==> config.mk <==
export PLATFORM = sky130hd
export DESIGN_NAME = prbs31_bert_ctrl
export DESIGN_NICKNAME = d
export VERILOG_FILES = /design/src/rtl/prbs_pkg.sv /design/src/rtl/prbs31_hist.sv /design/src/rtl/prbs31_bert_ctrl.sv
export SDC_FILE = /design/constraint.sdc
export NUM_CORES = 1
export LEC_CHECK = 0
export ABC_AREA = 1
export ABC_CLOCK_PERIOD_IN_PS = 2900
export CORE_AREA = 2 2 110 134
export DETAILED_ROUTE_END_ITERATION = 10
export DIE_AREA = 0 0 112 136
export GPL_ROUTABILITY_DRIVEN = 0
export GPL_TIMING_DRIVEN = 0
export PLACE_DENSITY_LB_ADDON = 0.05
export SLEW_MARGIN = 0
export SYNTH_ARGS = -nofsm -noshare
export SYNTH_HDL_FRONTEND = slang
export SYNTH_SLANG_ARGS = --single-unit
export TNS_END_PERCENT = 50
==> constraint.sdc <==
create_clock -name clk -period 2.9 [get_ports clk]
set_clock_uncertainty 0.05 [all_clocks]
set_input_delay 0.725 -clock clk [delete_from_list [all_inputs] [get_ports clk]]
set_output_delay 0.725 -clock clk [all_outputs]
set_load 0.01 [all_outputs]
==> src/rtl/prbs_pkg.sv <==
// Shared PRBS31 definitions (x^31 + x^28 + 1) and the BERT controller state encoding.
package prbs_pkg;

  localparam int unsigned PRBS31_TAP_A = 30;
  localparam int unsigned PRBS31_TAP_B = 27;
  localparam int unsigned PRBS31_LEN   = 31;

  typedef enum logic [2:0] {
    IDLE,
    SEED,
    SYNC,
    COUNT,
    DONE
  } bert_state_e;

endpackage

==> src/rtl/prbs31_hist.sv <==
// PRBS31 history register: shifts either the received bit (self-synchronising)
// or its own feedback (free-running) and presents the expected next bit.
module prbs31_hist
  import prbs_pkg::*;
(
  input  logic clk,
  input  logic rst,
  input  logic shift_en,
  input  logic load_sel,
  input  logic rx_bit,
  output logic exp_bit
);

  logic [PRBS31_LEN-1:0] hist_q, hist_d;

  always_comb begin
    exp_bit = hist_q[PRBS31_TAP_A] ^ hist_q[PRBS31_TAP_B];
    hist_d  = hist_q;
    if (shift_en) begin
      hist_d = {hist_q[PRBS31_LEN-2:0], (load_sel ? rx_bit : exp_bit)};
    end
  end

  always_ff @(posedge clk) begin
    if (rst) begin
      hist_q <= '1;
    end else begin
      hist_q <= hist_d;
    end
  end

endmodule

==> src/rtl/prbs31_bert_ctrl.sv <==
// PRBS31 bit-error-rate test controller: seed capture, sync qualification,
// windowed error counting with loss-of-sync detection.
module prbs31_bert_ctrl
  import prbs_pkg::*;
#(
  parameter int unsigned SYNC_LEN = 32,
  parameter int unsigned LOS_BLK  = 64,
  parameter int unsigned LOS_THR  = 8,
  parameter int unsigned WIN_W    = 24,
  parameter int unsigned CNT_W    = 16
) (
  input  logic             clk,
  input  logic             rst_n,
  input  logic             start,
  input  logic             abort,
  input  logic             rx_bit,
  input  logic             rx_valid,
  input  logic [WIN_W-1:0] win_len,
  output logic             busy,
  output logic             locked,
  output logic             done,
  output logic             sync_lost,
  output logic [CNT_W-1:0] err_cnt,
  output logic [WIN_W-1:0] bit_cnt
);

  localparam int unsigned BLK_W = $clog2(LOS_BLK);
  localparam int unsigned BE_W  = $clog2(LOS_THR + 1);
  localparam int unsigned MC_W  = $clog2(SYNC_LEN + 1);
  localparam int unsigned SC_W  = $clog2(PRBS31_LEN + 1);

  bert_state_e      state_q, state_d;
  logic [SC_W-1:0]  seed_cnt_q, seed_cnt_d;
  logic [MC_W-1:0]  match_cnt_q, match_cnt_d;
  logic [BLK_W-1:0] blk_pos_q, blk_pos_d;
  logic [BE_W-1:0]  blk_err_q, blk_err_d;
  logic [CNT_W-1:0] err_cnt_q, err_cnt_d;
  logic [WIN_W-1:0] bit_cnt_q, bit_cnt_d;
  logic [WIN_W-1:0] win_q, win_d;
  logic             sync_lost_q, sync_lost_d;

  logic             exp_bit, shift_en, load_sel;
  logic             err_bit, seed_last, sync_last, los_hit, win_hit;
  logic [BE_W-1:0]  blk_err_inc;
  logic [WIN_W-1:0] bit_cnt_inc;

  prbs31_hist u_hist (
    .clk      (clk),
    .rst      (rst_n),
    .shift_en (shift_en),
    .load_sel (load_sel),
    .rx_bit   (rx_bit),
    .exp_bit  (exp_bit)
  );

  always_comb begin
    err_bit     = rx_bit ^ exp_bit;
    blk_err_inc = blk_err_q + BE_W'(err_bit);
    bit_cnt_inc = (bit_cnt_q == '1) ? bit_cnt_q : bit_cnt_q + WIN_W'(1);
    seed_last   = (seed_cnt_q == SC_W'(PRBS31_LEN - 1));
    sync_last   = (match_cnt_q == MC_W'(SYNC_LEN - 1));
    los_hit     = (blk_err_inc == BE_W'(LOS_THR));
    win_hit     = (win_q != '0) && (bit_cnt_inc == win_q);
  end

  always_ff @(posedge clk) begin
    if (rst_n) begin
      state_q <= IDLE;
    end else begin
      state_q <= state_d;
    end
  end

  // Window end takes precedence over loss of sync on the same bit.
  always_comb begin
    state_d = state_q;
    if (abort) begin
      state_d = IDLE;
    end else begin
      case (state_q)
        IDLE, DONE: if (start) state_d = SEED;
        SEED:       if (rx_valid && seed_last) state_d = SYNC;
        SYNC: begin
          if (rx_valid) begin
            if (err_bit)        state_d = SEED;
            else if (sync_last) state_d = COUNT;
          end
        end
        COUNT: begin
          if (rx_valid) begin
            if (win_hit)      state_d = DONE;
            else if (los_hit) state_d = SEED;
          end
        end
        default: state_d = IDLE;
      endcase
    end
  end

  // Per-state counters reset whenever their state is not active, which also
  // covers the explicit clears on start, sync mismatch and loss of sync.
  always_comb begin
    seed_cnt_d  = (state_q == SEED)  ? seed_cnt_q  : '0;
    match_cnt_d = (state_q == SYNC)  ? match_cnt_q : '0;
    blk_pos_d   = (state_q == COUNT) ? blk_pos_q   : '0;
    blk_err_d   = (state_q == COUNT) ? blk_err_q   : '0;
    err_cnt_d   = err_cnt_q;
    bit_cnt_d   = bit_cnt_q;
    win_d       = win_q;
    sync_lost_d = sync_lost_q;
    shift_en    = 1'b0;
    load_sel    = 1'b1;
    if (!abort) begin
      case (state_q)
        IDLE, DONE: begin
          if (start) begin
            err_cnt_d   = '0;
            bit_cnt_d   = '0;
            sync_lost_d = 1'b0;
            win_d       = win_len;
          end
        end
        SEED: begin
          if (rx_valid) begin
            shift_en   = 1'b1;
            seed_cnt_d = seed_cnt_q + SC_W'(1);
          end
        end
        SYNC: begin
          if (rx_valid) begin
            shift_en    = 1'b1;
            match_cnt_d = err_bit ? '0 : match_cnt_q + MC_W'(1);
          end
        end
        COUNT: begin
          if (rx_valid) begin
            shift_en  = 1'b1;
            load_sel  = 1'b0;
            bit_cnt_d = bit_cnt_inc;
            if (err_bit && (err_cnt_q != '1)) err_cnt_d = err_cnt_q + CNT_W'(1);
            if (los_hit) sync_lost_d = 1'b1;
            blk_pos_d = blk_pos_q + BLK_W'(1);
            blk_err_d = (blk_pos_q == '1) ? '0 : blk_err_inc;
          end
        end
        default: ;
      endcase
    end
  end

  always_ff @(posedge clk) begin
    if (rst_n) begin
      seed_cnt_q  <= '0;
      match_cnt_q <= '0;
      blk_pos_q   <= '0;
      blk_err_q   <= '0;
      err_cnt_q   <= '0;
      bit_cnt_q   <= '0;
      win_q       <= '0;
      sync_lost_q <= 1'b0;
    end else begin
      seed_cnt_q  <= seed_cnt_d;
      match_cnt_q <= match_cnt_d;
      blk_pos_q   <= blk_pos_d;
      blk_err_q   <= blk_err_d;
      err_cnt_q   <= err_cnt_d;
      bit_cnt_q   <= bit_cnt_d;
      win_q       <= win_d;
      sync_lost_q <= sync_lost_d;
    end
  end

  always_comb begin
    busy      = (state_q == SEED) || (state_q == SYNC) || (state_q == COUNT);
    locked    = (state_q == COUNT);
    done      = (state_q == DONE);
    sync_lost = sync_lost_q;
    err_cnt   = err_cnt_q;
    bit_cnt   = bit_cnt_q;
  end

endmodule

==> key figures, run 1 <==
Synth
  – Count of cell types in the netlist: 38
  – Proportion of synthesized flip-flops having asynchronous set or reset: 0%
  – Summed instance area of the synthesized netlist: 0.00615 mm2
  – Ys flop type: sky130_fd_sc_hd__dfxtp_1
  – Synthesized netlist net count: 961
  – Flops & latches, synth: 120
  – EDFF count, synth: 0
  – Cells after synthesis: 923
  – Total number of yosys warnings: 0
  – Sequential cell area fraction in the yosys report: 39.1%
  – Mean Syn Cell Area: 6.66 um2

Setup path
  – Category of the most critical setup path: input pin to register
  – Required time of the worst setup path: 3.16 ns
  – Critical path cell sequence: clkdlybuf4s50_1 > xor2_4 > inv_1 > ha_1 > ha_1 > nor4_4 > nor2_1 > nand2_1 > nand2_1 > nand2_1 > a21oi_2
  – Endpoint of the most critical setup path: state_q[0]
  – Startpoint of the worst register-to-register path: u_hist.hist_q[27]
  – Reg2reg end: state_q[0]
  – Most frequent cell on the critical path: sky130_fd_sc_hd__nand2_1
  – Crit-path leading delay family: simple AND/OR/NAND/NOR gates
  – Slowest cell on the critical path: sky130_fd_sc_hd__clkdlybuf4s50_1
  – WP depth: 11
  – Setup slack on the worst flop-to-flop path: 0.27 ns
  – CP arrival: 2.97 ns
  – Number of buffers and inverters on the critical path: 2
  – Endpoint kind of the worst setup timing path: register
  – Worst reg-to-reg path cell count: 11
  – CP startpoint kind: input pin
  – Maximum cell stage delay along the critical path: 0.59 ns
  – Worst setup path startpoint: rx_bit
  – Max Fanout on Critical Path: 4

Floorplanning
  – Die Outline Area: 0.0152 mm2
  – Row count: 48
  – Number of top-level design ports: 74
  – Height of the die: 136 um
  – Initial standard-cell utilization of the core: 43.7%
  – Die Span X: 112 um
  – Core region area: 0.0141 mm2

Cells and area
  – Area added between synthesis and finish: 27.4%
  – Number of non-filler instances in the completed layout: 1202
  – Most frequent cells in the layout: sky130_fd_sc_hd__nand2_1 (259), sky130_fd_sc_hd__dfxtp_1 (117), sky130_fd_sc_hd__inv_1 (101), sky130_fd_sc_hd__nand3_1 (92), sky130_fd_sc_hd__nor2_1 (79)
  – Ant. Diodes: 0
  – Util after Layout: 55.7%
  – Number of filler instances in the final layout: 1467
  – Fraction of layout instances using a drive strength above 1: 7.59%
  – Commonest non-fill, non-tap cell in the layout: sky130_fd_sc_hd__nand2_1
  – Number of nets in the layout: 1053

STA
  – RSZ-0062 raised after global routing: yes
  – Actual transition at the worst max-transition pin: 0.657 ns
  – Final Hold Violating Endpoints: 0
  – Worst slew margin relative to its limit: 56.0%
  – Highest Clock Rate: 369 MHz
  – Share of the cycle needed by the critical path after routing: 93.5%
  – Setup violators final: 0
  – Min Tclk post-route: 2.71 ns
  – Pins over their slew limit: 0

CTS
  – Post-CTS clock slew at the launch and capture registers of the worst setup and hold paths: 0.05 ns
  – Later-pin clock latency in the skew report: 0.42 ns
  – Number of buffers between clock root and the deepest sink: 2
  – Number of clock sinks seen by CTS: 120
  – Clk Tree Root Cell: sky130_fd_sc_hd__clkbuf_16
  – Clock tree from TritonCTS: done
  – Number of H-tree levels: 4
  – Num CTS Buffers: 17

Drt
  – Routed via count divided by cell count: 5.11
  – Post-DR wirelength/cell: 14.1 um
  – Vias: 6140
  – 1st-pass router iterations: 7
  – Final ANT Viol Nets: 0
  – Post-detailed-route DRC marker count: 0
  – Detailed-route wire length: 17000 um
  – DR iter-0 viols: 347

Job
  – Max capacitance violation total: 0

GRT
  – GR Layer Usage met3: 3.88%
  – Gr busiest metal: met2
  – Maximum number of pins on one net before global-route repair: 17
  – Wire length of the first global-routing pass: 27900 um
  – Vias in the first global route: 5683
  – GR Util met1: 30.0%
  – Number of antenna violations at the first check in global routing: 0
  – Gr usage total: 23.0%
  – Overall overflow remaining after global route: 0
  – Met2 routing resource usage after global routing: 37.4%

Status
  – Status: completed

Power and ir drop
  – Power per standard cell area: 557 mW/mm2
  – Final Total Pwr: 0.00436 W
  – Static leakage: 3.10 nW
  – Maximum ir drop on the vdd rail: 0.000323 V

Placement
  – Detailed placement HPWL: 12800 um
  – Number of port buffers: 71
  – Placed cell count: 1169

Min path
  – Tightest Hold Check Type: register to register
power by group:
group	internal [W]	switching (W)
registers	0.00169	0.0000266
clock network	0.00159	0.000745
logic	0.000121	0.000191
worst register-to-register path, cell delays in order, from the launching register on:
cell	delay, ns
sky130_fd_sc_hd__dfxtp_1	0.33
sky130_fd_sc_hd__xnor2_1	0.46
sky130_fd_sc_hd__xor2_4	0.28
sky130_fd_sc_hd__inv_1	0.08
sky130_fd_sc_hd__ha_1	0.20
sky130_fd_sc_hd__ha_1	0.32
sky130_fd_sc_hd__nor4_4	0.35
sky130_fd_sc_hd__nor2_1	0.11
sky130_fd_sc_hd__nand2_1	0.09
sky130_fd_sc_hd__nand2_1	0.08
sky130_fd_sc_hd__nand2_1	0.10
sky130_fd_sc_hd__a21oi_2	0.05
metal layers:
| layer | up-vias | part of all wire (%) |
|---|---|---|
| met3 | 39 | 4.0 |
| met5 | - | 0 |
| met1 | 2760 | 46 |
| met4 | 0 | 3.0 |
| met2 | 144 | 47 |
| li1 | 3197 | - |
per-stage QoR:
step / hold WS [ns] / setup WS [ns] / setup TNS (ns) / cell area (um2)
floorplan: 0.378 / 0.550 / 0 / 6150
global placement: 0.387 / -0.570 / -13.94 / 7080
detailed placement: 0.390 / -0.575 / -13.10 / 7080
CTS: 0.405 / 0.0127 / 0 / 7740
global route: 0.432 / -0.0111 / -0.0157 / 7830
finish: 0.404 / 0.189 / 0 / 7830
cell usage after synthesis, types with 8 or more instances:
cell / instances / share of area (%)
sky130_fd_sc_hd__clkbuf_1: 24 / 1.5
sky130_fd_sc_hd__inv_1: 101 / 6.2
sky130_fd_sc_hd__nor3_1: 19 / 1.5
sky130_fd_sc_hd__dfxtp_1: 120 / 39
sky130_fd_sc_hd__ha_1: 8 / 1.6
sky130_fd_sc_hd__o22ai_1: 8 / 0.81
sky130_fd_sc_hd__o21ai_0: 58 / 4.7
sky130_fd_sc_hd__nand4_1: 15 / 1.5
sky130_fd_sc_hd__nor2_1: 82 / 5.0
sky130_fd_sc_hd__a21oi_1: 59 / 4.8
sky130_fd_sc_hd__nand3_1: 92 / 7.5
sky130_fd_sc_hd__nand2_1: 260 / 16
sky130_fd_sc_hd__xor2_1: 10 / 1.4
worst min path at each step:
stage | from | endpoint | slack [ns] | depth (start not counted)
3_5_place_dp | u_hist.hist_q[14] | u_hist.hist_q[15] | 0.39 | 2
5_1_grt | u_hist.hist_q[20] | u_hist.hist_q[21] | 0.43 | 2
3_3_place_gp | u_hist.hist_q[18] | u_hist.hist_q[19] | 0.39 | 2
4_1_cts | u_hist.hist_q[14] | u_hist.hist_q[15] | 0.40 | 2
2_1_floorplan | u_hist.hist_q[0] | u_hist.hist_q[0] | 0.38 | 2
6_report | u_hist.hist_q[14] | u_hist.hist_q[15] | 0.40 | 2
area by class of cell:
cell class	instances	area [um2]	share of cell area [%]
plain buffers	28	133	1.69
repair buffers	73	726	9.27
flip-flops and latches	120	2410	30.8
well taps	175	219	2.80
multi-input cells	667	3300	42.1
clock buffers	23	478	6.10
inverters	108	405	5.18
clock inverters	8	168	2.14
flip-flops by register name (all words and copies together) (netlist names):
| register | flops |
|---|---|
| match_cnt_q | 6 |
| seed_cnt_q | 5 |
| bit_cnt | 24 |
| sync_lost | 1 |
| blk_pos_q | 6 |
| err_cnt | 16 |
| u_hist.hist_q | 31 |
| win_q | 24 |
| state_q | 3 |
| blk_err_q | 4 |
cell families (layout without fill, tap and decap cells):
kind of cell    after synthesis  after routing  synth area share (%)
compound gates              141            141                  12.5
xor+xnor                     14             14                  1.99
fa+ha+maj                     8              8                  1.63
buf+inv                     136            240                  8.73
flops                       120            120                  39.1
simple gates                504            504                  36.0
what timing repair did:
action                                  4_1_cts  5_1_grt
resized for setup                             4       18
endpoints found under the setup margin       23       18
pin swaps                                     0        3
setup buffers                                 0        2
cloned                                        0        0
hold buffers                                  0        0
(Power assumes the default switching activity.)
==> run 2: changes to the inputs <==
CORE_AREA = 2 2 108 131   (was 2 2 110 134)
CTS_CLUSTER_DIAMETER = 100   (was not set)
DIE_AREA = 0 0 110 133   (was 0 0 112 136)
==> run 2 against run 1 <==
  * Critical endpoint unchanged
  * Clock-buffer cell count is 2 lower
  * Hold slack barely moved
  * Combinational power shrank 3%
  * Register-to-register slack worse by 0.04 ns
  * Sequential power about the same
  * First-iteration DRC count decreased by 2.0%
  * Critical path type unchanged
  * Critical path depth unchanged
  * Via count down 0.36%
  * Die area shrank 4.0%
  * Largest power group unchanged
  * Final area shrank 1.9%
==> key figures, run 2 (synthesis gave the netlist of run 1 again) <==
Min path
  – Tightest Hold Check Type: register to register
  – Hold wc startpoint: u_hist.hist_q[0]
  – Depth of the worst hold-timing path: 2
  – Capture endpoint of the worst hold path: u_hist.hist_q[1]

CTS
  – Number of H-tree levels: 4
  – Clock tree from TritonCTS: done
  – Post-CTS clock slew at the launch and capture registers of the worst setup and hold paths: 0.06 ns
  – Number of clock sinks seen by CTS: 120
  – Later-pin clock latency in the skew report: 0.42 ns
  – Clk Tree Root Cell: sky130_fd_sc_hd__clkbuf_16
  – Number of buffers between clock root and the deepest sink: 2
  – Num CTS Buffers: 17

Setup path
  – Max Fanout on Critical Path: 4
  – Reg2reg end: state_q[0]
  – Required time of the worst setup path: 3.16 ns
  – Startpoint of the worst register-to-register path: bit_cnt[0]
  – Endpoint kind of the worst setup timing path: register
  – CP arrival: 2.97 ns
  – CP startpoint kind: input pin
  – Setup slack on the worst flop-to-flop path: 0.23 ns
  – Category of the most critical setup path: input pin to register
  – Worst reg-to-reg path cell count: 17

GRT
  – Wire length of the first global-routing pass: 26800 um
  – Met2 routing resource usage after global routing: 39.2%
  – GR Layer Usage met3: 4.24%
  – Gr busiest metal: met2
  – Maximum number of pins on one net before global-route repair: 17
  – Number of antenna violations at the first check in global routing: 0
  – Overall overflow remaining after global route: 0
  – GR Util met1: 30.0%
  – Vias in the first global route: 5521
  – Gr usage total: 23.7%

Power and ir drop
  – Power per standard cell area: 525 mW/mm2
  – Maximum ir drop on the vdd rail: 0.000373 V
  – Static leakage: 3.03 nW
  – Final Total Pwr: 0.00403 W

Drt
  – DR iter-0 viols: 340
  – 1st-pass router iterations: 8
  – Post-DR wirelength/cell: 13.9 um
  – Vias: 6118
  – Final ANT Viol Nets: 0
  – Detailed-route wire length: 16600 um
  – Routed via count divided by cell count: 5.12
  – Post-detailed-route DRC marker count: 0

Cells and area
  – Area added between synthesis and finish: 25.0%
  – Most frequent cells in the layout: sky130_fd_sc_hd__nand2_1 (260), sky130_fd_sc_hd__dfxtp_1 (117), sky130_fd_sc_hd__inv_1 (101), sky130_fd_sc_hd__nand3_1 (92), sky130_fd_sc_hd__nor2_1 (80)
  – Util after Layout: 57.0%
  – Register with the most flip-flops: u_hist.hist_q
  – Flip-flop count of the largest register, all copies and words added: 31
  – Number of filler instances in the final layout: 1392
  – Cell area after layout: 0.00768 mm2
  – Commonest non-fill, non-tap cell in the layout: sky130_fd_sc_hd__nand2_1
  – Ant. Diodes: 0
  – Number of non-filler instances in the completed layout: 1196
  – Fraction of layout instances using a drive strength above 1: 7.22%
  – Number of nets in the layout: 1051

STA
  – Pins over their slew limit: 0
  – Setup violators final: 0
  – Highest Clock Rate: 370 MHz
  – Share of the cycle needed by the critical path after routing: 93.3%
  – Min Tclk post-route: 2.71 ns
  – Worst-case hold slack: 0.403 ns
  – RSZ-0062 raised after global routing: no
  – Final Hold Violating Endpoints: 0
  – Actual transition at the worst max-transition pin: 0.675 ns
  – Worst slew margin relative to its limit: 54.8%

Placement
  – Detailed placement HPWL: 12800 um
  – Placed instance area: 0.00707 mm2
  – Number of port buffers: 71
  – Placed cell count: 1165

Floorplanning
  – Core region area: 0.0135 mm2
  – Die Span X: 110 um
  – Row count: 47
  – Die Outline Area: 0.0146 mm2
  – Height of the die: 133 um
  – Initial standard-cell utilization of the core: 45.6%
  – Number of top-level design ports: 74

Job
  – Max capacitance violation total: 0

Status
  – Status: completed
==> run 2: what timing repair did <==
action                                  in CTS  in global routing
hold buffers                                 0                  0
endpoints found under the setup margin      13                  4
setup buffers                                0                  0
gates resized for setup                      2                 10
==> run 2: how the worst max path moves through the flow <==
stage               start         end  cells past startpoint
2_1_floorplan      rx_bit  state_q[0]                     11
3_3_place_gp       rx_bit  state_q[0]                     11
3_5_place_dp       rx_bit  state_q[0]                     12
4_1_cts        bit_cnt[0]  state_q[0]                     17
5_1_grt        bit_cnt[0]  state_q[0]                     15
6_report           rx_bit  state_q[0]                     11
==> run 2: worst max-delay path, cell delays in order <==
cell and delay [ns]:
sky130_fd_sc_hd__clkdlybuf4s50_1 0.54, sky130_fd_sc_hd__xor2_2 0.31, sky130_fd_sc_hd__inv_1 0.09, sky130_fd_sc_hd__ha_1 0.21
sky130_fd_sc_hd__ha_1 0.31, sky130_fd_sc_hd__nor4_2 0.35, sky130_fd_sc_hd__nor2_1 0.09, sky130_fd_sc_hd__nand2_1 0.10
sky130_fd_sc_hd__nand2_1 0.08, sky130_fd_sc_hd__nand2_1 0.10, sky130_fd_sc_hd__a21oi_2 0.05
==> run 2: metal layers <==
layer / up-vias / wire length, um
met4: 0 / 397
met1: 2772 / 7480
met2: 130 / 8130
li1: 3187 / -
met3: 29 / 576
met5: - / 0
==> run 2: layout make-up <==
type | instances | area, um2 | share of cell area (%)
buffer | 28 | 131 | 1.71
clock buffer | 21 | 470 | 6.12
clock inverter | 10 | 95.1 | 1.24
inverter | 108 | 405 | 5.28
multi-input combinational | 667 | 3250 | 42.3
sequential | 120 | 2410 | 31.3
tap | 171 | 214 | 2.79
timing repair buffer | 71 | 711 | 9.25
==> run 2: through the flow <==
| stage | setup TNS [ns] | worst slack (ns) |
|---|---|---|
| floorplan | 0 | 0.550 |
| finish | 0 | 0.194 |
| detailed placement | -10.42 | -0.480 |
| global placement | -10.08 | -0.451 |
| CTS | 0 | 0.0330 |
| global route | 0 | 0.0146 |
==> run 2: report_power, final <==
| group | switching, W | internal, W |
|---|---|---|
| Clock | 0.000770 | 0.00124 |
| Sequential | 0.0000266 | 0.00169 |
| Combinational | 0.000184 | 0.000119 |
